==> src/rtl/swervolf_mem_arb.sv <==
// Two-master AXI4 arbiter in front of the shared DDR2 memory port.
// Read and write directions each run an IDLE/GNT0/GNT1 FSM with a
// round-robin prio bit and allow one outstanding transaction.
// Ports: clk, rst (sync, active high), i_init_done gates new grants;
// i_m0_*/o_m0_* and i_m1_*/o_m1_* are the master AXI ports;
// o_s_*/i_s_* form the muxed AXI port toward the CDC/memory.
module swervolf_mem_arb #(
  parameter int ID_WIDTH   = 6,
  parameter int ADDR_WIDTH = 32,
  parameter int DATA_WIDTH = 64
) (
  input  logic                    clk,
  input  logic                    rst,
  input  logic                    i_init_done,
  // master 0
  input  logic [ID_WIDTH-1:0]     i_m0_awid,
  input  logic [ADDR_WIDTH-1:0]   i_m0_awaddr,
  input  logic [7:0]              i_m0_awlen,
  input  logic [2:0]              i_m0_awsize,
  input  logic [1:0]              i_m0_awburst,
  input  logic                    i_m0_awvalid,
  output logic                    o_m0_awready,
  input  logic [DATA_WIDTH-1:0]   i_m0_wdata,
  input  logic [DATA_WIDTH/8-1:0] i_m0_wstrb,
  input  logic                    i_m0_wlast,
  input  logic                    i_m0_wvalid,
  output logic                    o_m0_wready,
  output logic [ID_WIDTH-1:0]     o_m0_bid,
  output logic [1:0]              o_m0_bresp,
  output logic                    o_m0_bvalid,
  input  logic                    i_m0_bready,
  input  logic [ID_WIDTH-1:0]     i_m0_arid,
  input  logic [ADDR_WIDTH-1:0]   i_m0_araddr,
  input  logic [7:0]              i_m0_arlen,
  input  logic [2:0]              i_m0_arsize,
  input  logic [1:0]              i_m0_arburst,
  input  logic                    i_m0_arvalid,
  output logic                    o_m0_arready,
  output logic [ID_WIDTH-1:0]     o_m0_rid,
  output logic [DATA_WIDTH-1:0]   o_m0_rdata,
  output logic [1:0]              o_m0_rresp,
  output logic                    o_m0_rlast,
  output logic                    o_m0_rvalid,
  input  logic                    i_m0_rready,
  // master 1
  input  logic [ID_WIDTH-1:0]     i_m1_awid,
  input  logic [ADDR_WIDTH-1:0]   i_m1_awaddr,
  input  logic [7:0]              i_m1_awlen,
  input  logic [2:0]              i_m1_awsize,
  input  logic [1:0]              i_m1_awburst,
  input  logic                    i_m1_awvalid,
  output logic                    o_m1_awready,
  input  logic [DATA_WIDTH-1:0]   i_m1_wdata,
  input  logic [DATA_WIDTH/8-1:0] i_m1_wstrb,
  input  logic                    i_m1_wlast,
  input  logic                    i_m1_wvalid,
  output logic                    o_m1_wready,
  output logic [ID_WIDTH-1:0]     o_m1_bid,
  output logic [1:0]              o_m1_bresp,
  output logic                    o_m1_bvalid,
  input  logic                    i_m1_bready,
  input  logic [ID_WIDTH-1:0]     i_m1_arid,
  input  logic [ADDR_WIDTH-1:0]   i_m1_araddr,
  input  logic [7:0]              i_m1_arlen,
  input  logic [2:0]              i_m1_arsize,
  input  logic [1:0]              i_m1_arburst,
  input  logic                    i_m1_arvalid,
  output logic                    o_m1_arready,
  output logic [ID_WIDTH-1:0]     o_m1_rid,
  output logic [DATA_WIDTH-1:0]   o_m1_rdata,
  output logic [1:0]              o_m1_rresp,
  output logic                    o_m1_rlast,
  output logic                    o_m1_rvalid,
  input  logic                    i_m1_rready,
  // memory side
  output logic [ID_WIDTH-1:0]     o_s_awid,
  output logic [ADDR_WIDTH-1:0]   o_s_awaddr,
  output logic [7:0]              o_s_awlen,
  output logic [2:0]              o_s_awsize,
  output logic [1:0]              o_s_awburst,
  output logic                    o_s_awvalid,
  input  logic                    i_s_awready,
  output logic [DATA_WIDTH-1:0]   o_s_wdata,
  output logic [DATA_WIDTH/8-1:0] o_s_wstrb,
  output logic                    o_s_wlast,
  output logic                    o_s_wvalid,
  input  logic                    i_s_wready,
  input  logic [ID_WIDTH-1:0]     i_s_bid,
  input  logic [1:0]              i_s_bresp,
  input  logic                    i_s_bvalid,
  output logic                    o_s_bready,
  output logic [ID_WIDTH-1:0]     o_s_arid,
  output logic [ADDR_WIDTH-1:0]   o_s_araddr,
  output logic [7:0]              o_s_arlen,
  output logic [2:0]              o_s_arsize,
  output logic [1:0]              o_s_arburst,
  output logic                    o_s_arvalid,
  input  logic                    i_s_arready,
  input  logic [ID_WIDTH-1:0]     i_s_rid,
  input  logic [DATA_WIDTH-1:0]   i_s_rdata,
  input  logic [1:0]              i_s_rresp,
  input  logic                    i_s_rlast,
  input  logic                    i_s_rvalid,
  output logic                    o_s_rready
);

  typedef enum logic [1:0] {
    IDLE = 2'd0,
    GNT0 = 2'd1,
    GNT1 = 2'd2
  } st_t;

  st_t  rd_st;
  st_t  wr_st;
  logic rd_prio;
  logic wr_prio;
  logic ar_done;
  logic aw_done;

  logic rd_g0;
  logic rd_g1;
  logic wr_g0;
  logic wr_g1;
  logic rd_win;
  logic wr_win;
  logic r_end;
  logic b_end;

  assign rd_g0 = (rd_st == GNT0);
  assign rd_g1 = (rd_st == GNT1);
  assign wr_g0 = (wr_st == GNT0);
  assign wr_g1 = (wr_st == GNT1);

  // prio only matters when both masters request
  assign rd_win = (i_m0_arvalid & i_m1_arvalid)
                ? rd_prio : i_m1_arvalid;
  assign wr_win = (i_m0_awvalid & i_m1_awvalid)
                ? wr_prio : i_m1_awvalid;

  assign r_end = i_s_rvalid & o_s_rready & i_s_rlast;
  assign b_end = i_s_bvalid & o_s_bready;

  always_ff @(posedge clk) begin
    if (rst) begin
      rd_st   <= IDLE;
      rd_prio <= 1'b0;
      ar_done <= 1'b0;
    end else begin
      unique case (rd_st)
        IDLE: begin
          ar_done <= 1'b0;
          if (i_init_done &
              (i_m0_arvalid | i_m1_arvalid))
            rd_st <= rd_win ? GNT1 : GNT0;
        end
        GNT0, GNT1: begin
          if (o_s_arvalid & i_s_arready)
            ar_done <= 1'b1;
          if (r_end) begin
            rd_st   <= IDLE;
            rd_prio <= rd_g0;
          end
        end
        default: rd_st <= IDLE;
      endcase
    end
  end

  always_ff @(posedge clk) begin
    if (rst) begin
      wr_st   <= IDLE;
      wr_prio <= 1'b0;
      aw_done <= 1'b0;
    end else begin
      unique case (wr_st)
        IDLE: begin
          aw_done <= 1'b0;
          if (i_init_done &
              (i_m0_awvalid | i_m1_awvalid))
            wr_st <= wr_win ? GNT1 : GNT0;
        end
        GNT0, GNT1: begin
          if (o_s_awvalid & i_s_awready)
            aw_done <= 1'b1;
          if (b_end) begin
            wr_st   <= IDLE;
            wr_prio <= wr_g0;
          end
        end
        default: wr_st <= IDLE;
      endcase
    end
  end

  // read address
  assign o_s_arid    = rd_g1 ? i_m1_arid    : i_m0_arid;
  assign o_s_araddr  = rd_g1 ? i_m1_araddr  : i_m0_araddr;
  assign o_s_arlen   = rd_g1 ? i_m1_arlen   : i_m0_arlen;
  assign o_s_arsize  = rd_g1 ? i_m1_arsize  : i_m0_arsize;
  assign o_s_arburst = rd_g1 ? i_m1_arburst : i_m0_arburst;
  assign o_s_arvalid = ~ar_done &
                       ((rd_g0 & i_m0_arvalid) |
                        (rd_g1 & i_m1_arvalid));
  assign o_m0_arready = rd_g0 & ~ar_done & i_s_arready;
  assign o_m1_arready = rd_g1 & ~ar_done & i_s_arready;

  // read data
  assign o_m0_rid    = i_s_rid;
  assign o_m0_rdata  = i_s_rdata;
  assign o_m0_rresp  = i_s_rresp;
  assign o_m0_rlast  = i_s_rlast;
  assign o_m0_rvalid = rd_g0 & i_s_rvalid;
  assign o_m1_rid    = i_s_rid;
  assign o_m1_rdata  = i_s_rdata;
  assign o_m1_rresp  = i_s_rresp;
  assign o_m1_rlast  = i_s_rlast;
  assign o_m1_rvalid = rd_g1 & i_s_rvalid;
  assign o_s_rready  = (rd_g0 & i_m0_rready) |
                       (rd_g1 & i_m1_rready);

  // write address
  assign o_s_awid    = wr_g1 ? i_m1_awid    : i_m0_awid;
  assign o_s_awaddr  = wr_g1 ? i_m1_awaddr  : i_m0_awaddr;
  assign o_s_awlen   = wr_g1 ? i_m1_awlen   : i_m0_awlen;
  assign o_s_awsize  = wr_g1 ? i_m1_awsize  : i_m0_awsize;
  assign o_s_awburst = wr_g1 ? i_m1_awburst : i_m0_awburst;
  assign o_s_awvalid = ~aw_done &
                       ((wr_g0 & i_m0_awvalid) |
                        (wr_g1 & i_m1_awvalid));
  assign o_m0_awready = wr_g0 & ~aw_done & i_s_awready;
  assign o_m1_awready = wr_g1 & ~aw_done & i_s_awready;

  // write data flows from grant entry, independent of AW
  assign o_s_wdata  = wr_g1 ? i_m1_wdata : i_m0_wdata;
  assign o_s_wstrb  = wr_g1 ? i_m1_wstrb : i_m0_wstrb;
  assign o_s_wlast  = wr_g1 ? i_m1_wlast : i_m0_wlast;
  assign o_s_wvalid = (wr_g0 & i_m0_wvalid) |
                      (wr_g1 & i_m1_wvalid);
  assign o_m0_wready = wr_g0 & i_s_wready;
  assign o_m1_wready = wr_g1 & i_s_wready;

  // write response
  assign o_m0_bid    = i_s_bid;
  assign o_m0_bresp  = i_s_bresp;
  assign o_m0_bvalid = wr_g0 & i_s_bvalid;
  assign o_m1_bid    = i_s_bid;
  assign o_m1_bresp  = i_s_bresp;
  assign o_m1_bvalid = wr_g1 & i_s_bvalid;
  assign o_s_bready  = (wr_g0 & i_m0_bready) |
                       (wr_g1 & i_m1_bready);

endmodule

==> config.mk <==
export PLATFORM = sky130hd
export DESIGN_NAME = swervolf_mem_arb
export DESIGN_NICKNAME = d
export VERILOG_FILES = /design/src/rtl/swervolf_mem_arb.sv
export SDC_FILE = /design/constraint.sdc
export NUM_CORES = 1
export LEC_CHECK = 0
export CAP_MARGIN = 10
export CORE_AREA = 2 2 315 317
export DETAILED_ROUTE_END_ITERATION = 10
export DIE_AREA = 0 0 317 319
export GPL_ROUTABILITY_DRIVEN = 1
export SLEW_MARGIN = 40
export SYNTH_ARGS = -nofsm -noshare
export SYNTH_HDL_FRONTEND = slang
export SYNTH_SLANG_ARGS = --single-unit
==> constraint.sdc <==
create_clock -name clk -period 3.2 [get_ports clk]
set_input_delay 0.64 -clock clk [delete_from_list [all_inputs] [get_ports clk]]
set_output_delay 0.64 -clock clk [all_outputs]
set_load 0.005 [all_outputs]
Word level (Yosys, flattened, before mapping)
Index checks and enable logic that the tools add are counted.
- bits of input ports: 449
- word-level logic and storage cells: 99
- bits in registers: 8
- bitwise logic cells: 44
- reductions and logical operators: 12
- equality and inequality tests: 10
- mux-type cells: 27
- operators with widths (kind ; number):
    $mux W32 ; 2
    $mux W64 ; 1
    $and A1 B1 Y1 ; 35
    $mux W8 ; 3
    $mux W2 ; 8
    $mux W6 ; 2
    $ne A2 B2 Y1 const B ; 6
    $reduce_and A2 Y1 ; 6
    $pmux W2 S2 ; 2
    $or A1 B1 Y1 ; 7
    $mux W3 ; 2
    $mux W1 ; 5
    $eq A2 B1 Y1 const B ; 2
    $eq A2 B2 Y1 const B ; 2
    $logic_not A2 Y1 ; 2
    $pmux W1 S2 ; 2
    $reduce_bool A2 Y1 ; 2
    $reduce_or A2 Y1 ; 2
    $not A1 Y1 ; 2

Depth between registers and ports, before layout
Gate-level depths: netlist of the first run.
- word-level depth: 7
- depth in mapped cells: 7
- gate-level depth less buffers: 6

Worst setup path before layout of the first run
OpenSTA, ideal clock, no wires.
- path type: register -> output
- start: register wr_st[0]
- end: output port o_s_awaddr[10]
- stages on the path, launching flop included: 6
- data arrival time: 1383 ps
- setup slack: 1177 ps
- cell sequence: dfxtp_1 -> inv_1 -> ha_1 -> clkbuf_1 -> buf_2 -> mux2_2
- cells in the longest elaborated chain, start to end: 2
- ends and longest elaborated chain (what ; line ; text):
    from (decl) ; 114 ; st_t wr_st;
    from (signal assigned) ; 180 ; wr_st <= wr_win ? GNT1 : GNT0;
    $eq A2 B2 Y1 ; 132 ; assign wr_g1 = (wr_st == GNT1);
    $mux W32 ; 223 ; assign o_s_awaddr = wr_g1 ? i_m1_awaddr : i_m0_awaddr;
    to (decl) ; 77 ; output logic [ADDR_WIDTH-1:0] o_s_awaddr,
Every way passes these cells.

Final worst setup path of the first run
- start: register wr_st[0]
- end: output port o_s_wdata[20]
- cells in the longest elaborated chain, start to end: 2
- ends and longest elaborated chain (what ; line ; text):
    $eq A2 B2 Y1 ; 132 ;
    $mux W64 ; 234 ; assign o_s_wdata = wr_g1 ? i_m1_wdata : i_m0_wdata;
    to (decl) ; 83 ; output logic [DATA_WIDTH-1:0] o_s_wdata,
Every way passes these cells.

==> results by group, run 1 <==
Die
  • DIE AREA: 101000 um^2
  • Top Ports: 801
  • Cell Rows: 115
  • Die Y: 319 um
  • Initial Util: 3.98%
  • Core area: 97700 um^2
  • Die X-Extent: 317 um

Timing
  • Worst slew pin tran: 0.557 ns
  • Max Freq: 329 MHz
  • Relative slew slack: 62.8%
  • RSZ-0062 raised after global routing: no
  • Final Max Tran Viols: 0
  • Clk_skew: 0.000272 ns
  • Minimum clock period: 3.04 ns
  • Fin crit share: 95.0%
  • Final Hold Vio Count: 0
  • Setup TNS: 0 ns
  • # setup viols final: 0

Critical path
  • Crit-path max FO: 63
  • CP startpoint kind: register
  • Crit end category: output pin
  • Critical Path AT: 2.40 ns
  • WS Path Type: register to output pin
  • CP required: 2.56 ns

Finish
  • NumNets Final: 1272
  • Share of post-route cells with drive strength above 1: 25.8%
  • Fin util: 10.2%
  • Post-Layout Cell Count: 2111
  • Synth-to-Final Area Change: 155%

CTS
  • H-tree Lvls: 1
  • # Post-CTS Setup Buffers: 0
  • Clk sinks: 8
  • CTS tree: done
  • Post-CTS sizing: 0
  • Hold buffer count at CTS: 0
  • CTS Buf Count: 3
  • CTS max path bufs: 2
  • Skew-Pair Late Insertion Delay: 0.23 ns
  • Clk root buf: clkbuf_16
  • Clock transition at path regs: 0.04 ns

Yosys
  • YS warnings: 0
  • Yosys cell types: 27
  • Post-synthesis register bit count: 8
  • Synth Instances: 430
  • Register area share after synthesis: 4.12%
  • Syn_nets: 885
  • Syn Std Cell Area: 3890 um^2
  • Syn_area_per_cell: 9.05 um^2

Detailed routing
  • Antenna Nets Post-Route: 0
  • DR pass1 iterations: 7
  • WL per Instance: 25.4 um
  • Drt via density: 2.33
  • Iteration-0 DRC Markers: 147
  • Vias: 4929
  • Post-Route WL: 53600 um
  • Drt drc: 2

Placed design
  • Port bufs: 560
  • GP Congestion: 0.777
  • Placed cells: 2099
  • HPWL after DPL: 50500 um

Global routing
  • Number of global-route vias before repair: 5172
  • Gr ovfl total: 0
  • Met2 usage: 17.5%
  • Grt met3 use: 5.09%
  • Most Crowded Layer GR: met2
  • Global-route wire length before repair: 62600 um
  • Pin count of the biggest net entering global routing: 64
  • Grt met1 use: 10.9%
  • Gr usage total: 10.1%
  • Initial antenna violation count: 45

Outcome
  • Failing checks: design-rule violations
  • Outcome: complete, but fails checks

Pwr
  • Pwr dens: 267 nW/um^2
  • Peak VDD IR: 0.208 mV
  • Leak Pwr: 3.18 nW

Flow run
  • Max-Cap Viols: 0

Hold path
  • Hold Path Class: register to register
-- cell type report --
class,instances,area [um^2]
timing repair buffer,565,5620
antenna,9,22.5
clock buffer,3,75.1
multi-input combinational,230,2390
fill,11300,87800
sequential,8,160
inverter,9,33.8
tap,1287,1610
-- per-stage QoR --
stage	setup WS, ns	power [W]	hold WS, ns	area, um^2
floorplan	1.18	0.000999	0.458	3890
global placement	0.363	0.00252	0.477	9820
detailed placement	0.384	0.00252	0.490	9820
CTS	0.157	0.00275	0.498	9890
global route	0.127	0.00282	0.523	9900
finish	0.160	0.00265	0.496	9920
-- worst max-delay path: stages (launching register included) --
cell             delay (ns)
dfxtp_1                0.32
inv_1                  0.16
ha_4                   0.26
buf_12                 0.25
mux2_2                 0.43
clkdlybuf4s50_1        0.60
-- cells by family after synthesis --
kind of cell               share of synthesized area (%)
adders and majority gates                           1.93
and+or+nand+nor                                     4.41
AOI/OAI and AO/OA                                   3.60
buffers and inverters                               34.8
DFF                                                 4.12
muxes                                               51.2
-- layer usage --
layer / wire, um / up-vias / share of wire [%]
met1: 19900 / 2119 / 37
met5: 248 / - / 0.46
li1: - / 2111 / -
met2: 25300 / 576 / 47
met4: 1200 / 36 / 2.2
met3: 6950 / 87 / 13
-- power breakdown --
group	internal (W)	switching, W	leakage (nW)	total [W]
Combinational	0.00131	0.00100	3.08	0.00231
Clock	0.000161	0.0000491	0.0370	0.000210
Sequential	0.000117	0.0000119	0.0650	0.000129
Total	0.00159	0.00106	3.18	0.00265
-- registers in the layout, indices dropped and copies added, names as in the netlist --
register  count
rd_prio       1
aw_done       1
rd_st         2
wr_st         2
wr_prio       1
ar_done       1
-- cell usage in the layout (no fill, tap or decap), types with 3 or more instances in the layout --
cell type	count
o21ai_0	4
and2_1	6
ha_1	4
clkbuf_16	3
inv_1	9
o31ai_1	4
and3b_1	4
nand3_1	3
mux2_2	175
dfxtp_1	8
buf_4	25
buf_12	3
nor2_1	8
clkdlybuf4s50_1	537
diode_2	9
-- cells in the mapped netlist --
| cell | n | area [um^2] |
|---|---|---|
| a22o_2 | 1 | 10.0 |
| or4b_1 | 2 | 20.0 |
| or4_1 | 2 | 15.0 |
| o31ai_1 | 4 | 30.0 |
| and2_1 | 6 | 37.5 |
| o21a_1 | 2 | 15.0 |
| a21oi_1 | 2 | 10.0 |
| a21boi_1 | 1 | 7.51 |
| mux2i_1 | 2 | 20.0 |
| a22o_4 | 1 | 17.5 |
| a22oi_1 | 2 | 15.0 |
| a31oi_1 | 1 | 6.26 |
| a22o_1 | 1 | 8.76 |
| buf_1 | 2 | 7.51 |
| clkbuf_1 | 2 | 7.51 |
| nor2_1 | 8 | 30.0 |
| ha_1 | 6 | 75.1 |
| inv_1 | 9 | 33.8 |
| dfxtp_1 | 8 | 160 |
| buf_2 | 16 | 80.1 |
| and3b_1 | 4 | 35.0 |
| nand4_1 | 1 | 6.26 |
| mux2_2 | 175 | 1970 |
| nand2b_1 | 2 | 12.5 |
| buf_4 | 163 | 1220 |
| nand3_1 | 3 | 15.0 |
| o21ai_0 | 4 | 20.0 |
-- worst paths after layout --
path	from	end	slack (ns)	cells after the start
max	wr_st[0]$_SDFFE_PP0P_	o_s_wdata[20]	0.16	5
min	wr_prio$_SDFFE_PP0P_	wr_prio$_SDFFE_PP0P_	0.50	2
max reg2reg	wr_st[0]$_SDFFE_PP0P_	wr_st[0]$_SDFFE_PP0P_	1.11	7
min reg2reg	wr_prio$_SDFFE_PP0P_	wr_prio$_SDFFE_PP0P_	0.50	2
Power figures use the tool's default switching activity.
==> run 2: changes to the inputs <==
--- a/config.mk
+++ b/config.mk
@@ -6,9 +6,9 @@
 export NUM_CORES = 1
 export LEC_CHECK = 0
 export CAP_MARGIN = 10
-export CORE_AREA = 2 2 315 317
+export CORE_AREA = 5 5 309 311
 export DETAILED_ROUTE_END_ITERATION = 10
-export DIE_AREA = 0 0 317 319
+export DIE_AREA = 0 0 314 316
 export GPL_ROUTABILITY_DRIVEN = 1
 export SLEW_MARGIN = 40
 export SYNTH_ARGS = -nofsm -noshare
==> results by group, run 2 (synthesis gave the netlist of run 1 again) <==
Detailed routing
  • Drt drc: 0 (-2)
  • DR pass1 iterations: 4 (-3)
  • WL per Instance: 29.5 um (+16%)
  • Antenna Nets Post-Route: 0 (unchanged)
  • Post-Route WL: 59700 um (+11%)
  • Iteration-0 DRC Markers: 108 (-27%)
  • Vias: 5021 (+1.9%)
  • Drt via density: 2.48 (+6.4%)

CTS
  • H-tree Lvls: 1 (unchanged)
  • Hold buffer count at CTS: 0 (unchanged)
  • # Post-CTS Setup Buffers: 0 (unchanged)
  • Clock transition at path regs: 0.04 ns (about the same)
  • CTS Buf Count: 3 (unchanged)
  • Post-CTS sizing: 0 (unchanged)
  • CTS tree: done
  • Clk sinks: 8 (unchanged)
  • CTS max path bufs: 2 (unchanged)
  • Skew-Pair Late Insertion Delay: 0.23 ns (about the same)
  • Clk root buf: clkbuf_16

Critical path
  • FF-to-FF Start: wr_st[0]$_SDFFE_PP0P_
  • Capturing point of the worst reg2reg path: wr_st[0]$_SDFFE_PP0P_
  • CP required: 2.56 ns (about the same)
  • CP max-delay cell: clkdlybuf4s50_1
  • Crit end category: output pin
  • R2R setup slack: 0.97 ns (-0.14 ns)
  • Critical Path, Cell by Cell: inv_1 > ha_4 > buf_12 > mux2_2 > clkdlybuf4s50_1
  • Max incr delay on CP: 0.57 ns (-0.03 ns)
  • CP startpoint kind: register
  • Crit-path max FO: 59 (-6.3%)
  • WS Path Type: register to output pin
  • Critical Path AT: 2.36 ns (-0.04 ns)
  • Worst setup path startpoint: wr_st[0]$_SDFFE_PP0P_
  • CP delay by family, top: buffers and inverters
  • Buf/Inv on CP: 3 (unchanged)
  • Worst Reg-to-Reg Cells: 7 (unchanged)

Hold path
  • Hold path start: rd_prio$_SDFFE_PP0P_
  • Hold Path Sink: rd_prio$_SDFFE_PP0P_
  • Hold Crit Depth: 2 (unchanged)
  • Hold Path Class: register to register

Finish
  • Share of post-route cells with drive strength above 1: 24.8% (-0.92 points)
  • Synth-to-Final Area Change: 153%
  • Commonest non-fill, non-tap cell in the layout: clkdlybuf4s50_1
  • Biggest regs: rd_st: 2 flops, wr_st: 2 flops
  • Finished Cell Area: 9840 um^2 (-0.78%)
  • NumNets Final: 1274 (+0.16%)
  • Commonest cells after routing, fill and taps aside: clkdlybuf4s50_1 (546), mux2_2 (175), buf_4 (18)

Die
  • Die Y: 316 um (-0.94%)
  • Core area: 92500 um^2 (-5.3%)
  • DIE AREA: 99200 um^2 (-1.9%)
  • Die X-Extent: 314 um (-0.95%)
  • Initial Util: 4.21% (+0.22 points)
  • Top Ports: 801 (unchanged)
  • Cell Rows: 112 (-2.6%)

Global routing
  • Global-route wire length before repair: 69700 um (+11%)
  • Gr ovfl total: 0 (unchanged)
  • Gr usage total: 11.2% (+1.1 points)
  • Initial antenna violation count: 44 (-2.2%)
  • Number of global-route vias before repair: 5264 (+1.8%)
  • Pin count of the biggest net entering global routing: 60 (-6.3%)

Timing
  • Worst slew pin tran: 0.554 ns (-0.00273 ns)
  • Final worst setup slack: 0.198 ns (+0.0379 ns)
  • Clk_skew: 0.000401 ns (+0.000129 ns)
  • RSZ-0062 raised after global routing: no
  • # setup viols final: 0 (unchanged)
  • Setup TNS: 0 ns (unchanged)
  • Final Max Tran Viols: 0 (unchanged)
  • Fin crit share: 93.8% (-1.2 points)
  • Minimum clock period: 3.00 ns (-0.0379 ns)
  • Max Freq: 333 MHz (+1.3%)
  • Relative slew slack: 63.1% (+0.30 points)
  • Final Hold Vio Count: 0 (unchanged)

Placed design
  • HPWL after DPL: 56700 um (+12%)
  • Port bufs: 560 (unchanged)
  • Dpl ws: 0.262 ns (-0.122 ns)
  • GP Congestion: 0.828 (+6.5%)
  • DP Area: 9740 um^2 (-0.76%)

Pwr
  • Pwr dens: 277 nW/um^2 (+3.5%)
  • Leak Pwr: 3.18 nW (about the same)
  • Peak VDD IR: 0.148 mV (-29%)
  • Final Power: 0.00272 W (+2.7%)

Flow run
  • Max-Cap Viols: 0 (unchanged)

Outcome
  • Outcome: completed
[run 2: cell types whose count changed in the layout (fill, tap and decap cells not counted)]
cell / before / now
buf_4: 25 / 18
diode_2: 9 / 8
clkdlybuf4s50_1: 537 / 546
[run 2: per-stage QoR]
stage	util, %	hold WS [ns]	std cells
2_1_floorplan	-	0.458	430
3_3_place_gp	10.5	0.479	2011
3_5_place_dp	10.5	0.483	2011
4_1_cts	10.6	0.494	2014
5_1_grt	10.6	0.508	2014
6_report	10.6	0.496	2022
[run 2: per-layer routing]
layer  routed length (um)  up-vias  track usage (%)
met5                  208        -                0
met4                  488       34            0.525
met3                 7190       90             5.94
met2                31600      599             21.9
met1                20300     2180             10.9
li1                     -     2118                -
[run 2: layout make-up]
| type | count | area (um^2) |
|---|---|---|
| Antenna cell | 8 | 20.0 |
| Multi-Input combinational cell | 230 | 2390 |
| Clock buffer | 3 | 75.1 |
| Timing Repair Buffer | 567 | 5660 |
| Inverter | 9 | 33.8 |
| Fill cell | 10700 | 82600 |
| Sequential cell | 8 | 160 |
| Tap cell | 1197 | 1500 |
[run 2: worst max-delay path by stage]
stage | cells past startpoint | slack, ns | to
global placement | 4 | 0.23 | o_s_arvalid
global route | 5 | 0.11 | o_s_wdata[22]
CTS | 5 | 0.13 | o_s_awaddr[16]
detailed placement | 4 | 0.26 | o_s_arvalid
floorplan | 5 | 1.18 | o_s_awaddr[10]
finish | 5 | 0.20 | o_s_wdata[41]
[run 2: worst register-to-register path: stages, from the launching register on]
cell,delay [ns]
dfxtp_1,0.32
inv_1,0.17
ha_4,0.31
buf_4,0.30
a22o_2,0.29
a21boi_1,0.12
or4b_1,0.54
o31ai_1,0.09
[run 2: where the power goes]
group	internal [W]	total, W	switching [W]
Sequential	0.000117	0.000128	0.0000115
Combinational	0.00132	0.00238	0.00106
Clock	0.000161	0.000208	0.0000472
==> run 3: changes to the inputs <==
--- a/config.mk
+++ b/config.mk
@@ -7,9 +7,11 @@
 export LEC_CHECK = 0
 export CAP_MARGIN = 10
 export CORE_AREA = 5 5 309 311
+export CTS_CLUSTER_DIAMETER = 40
 export DETAILED_ROUTE_END_ITERATION = 10
 export DIE_AREA = 0 0 314 316
 export GPL_ROUTABILITY_DRIVEN = 1
+export HOLD_SLACK_MARGIN = 0.08
 export SLEW_MARGIN = 40
 export SYNTH_ARGS = -nofsm -noshare
 export SYNTH_HDL_FRONTEND = slang
==> results of run 3 <==
No change in the layout: final DEF, timing and power equal those of run 2.
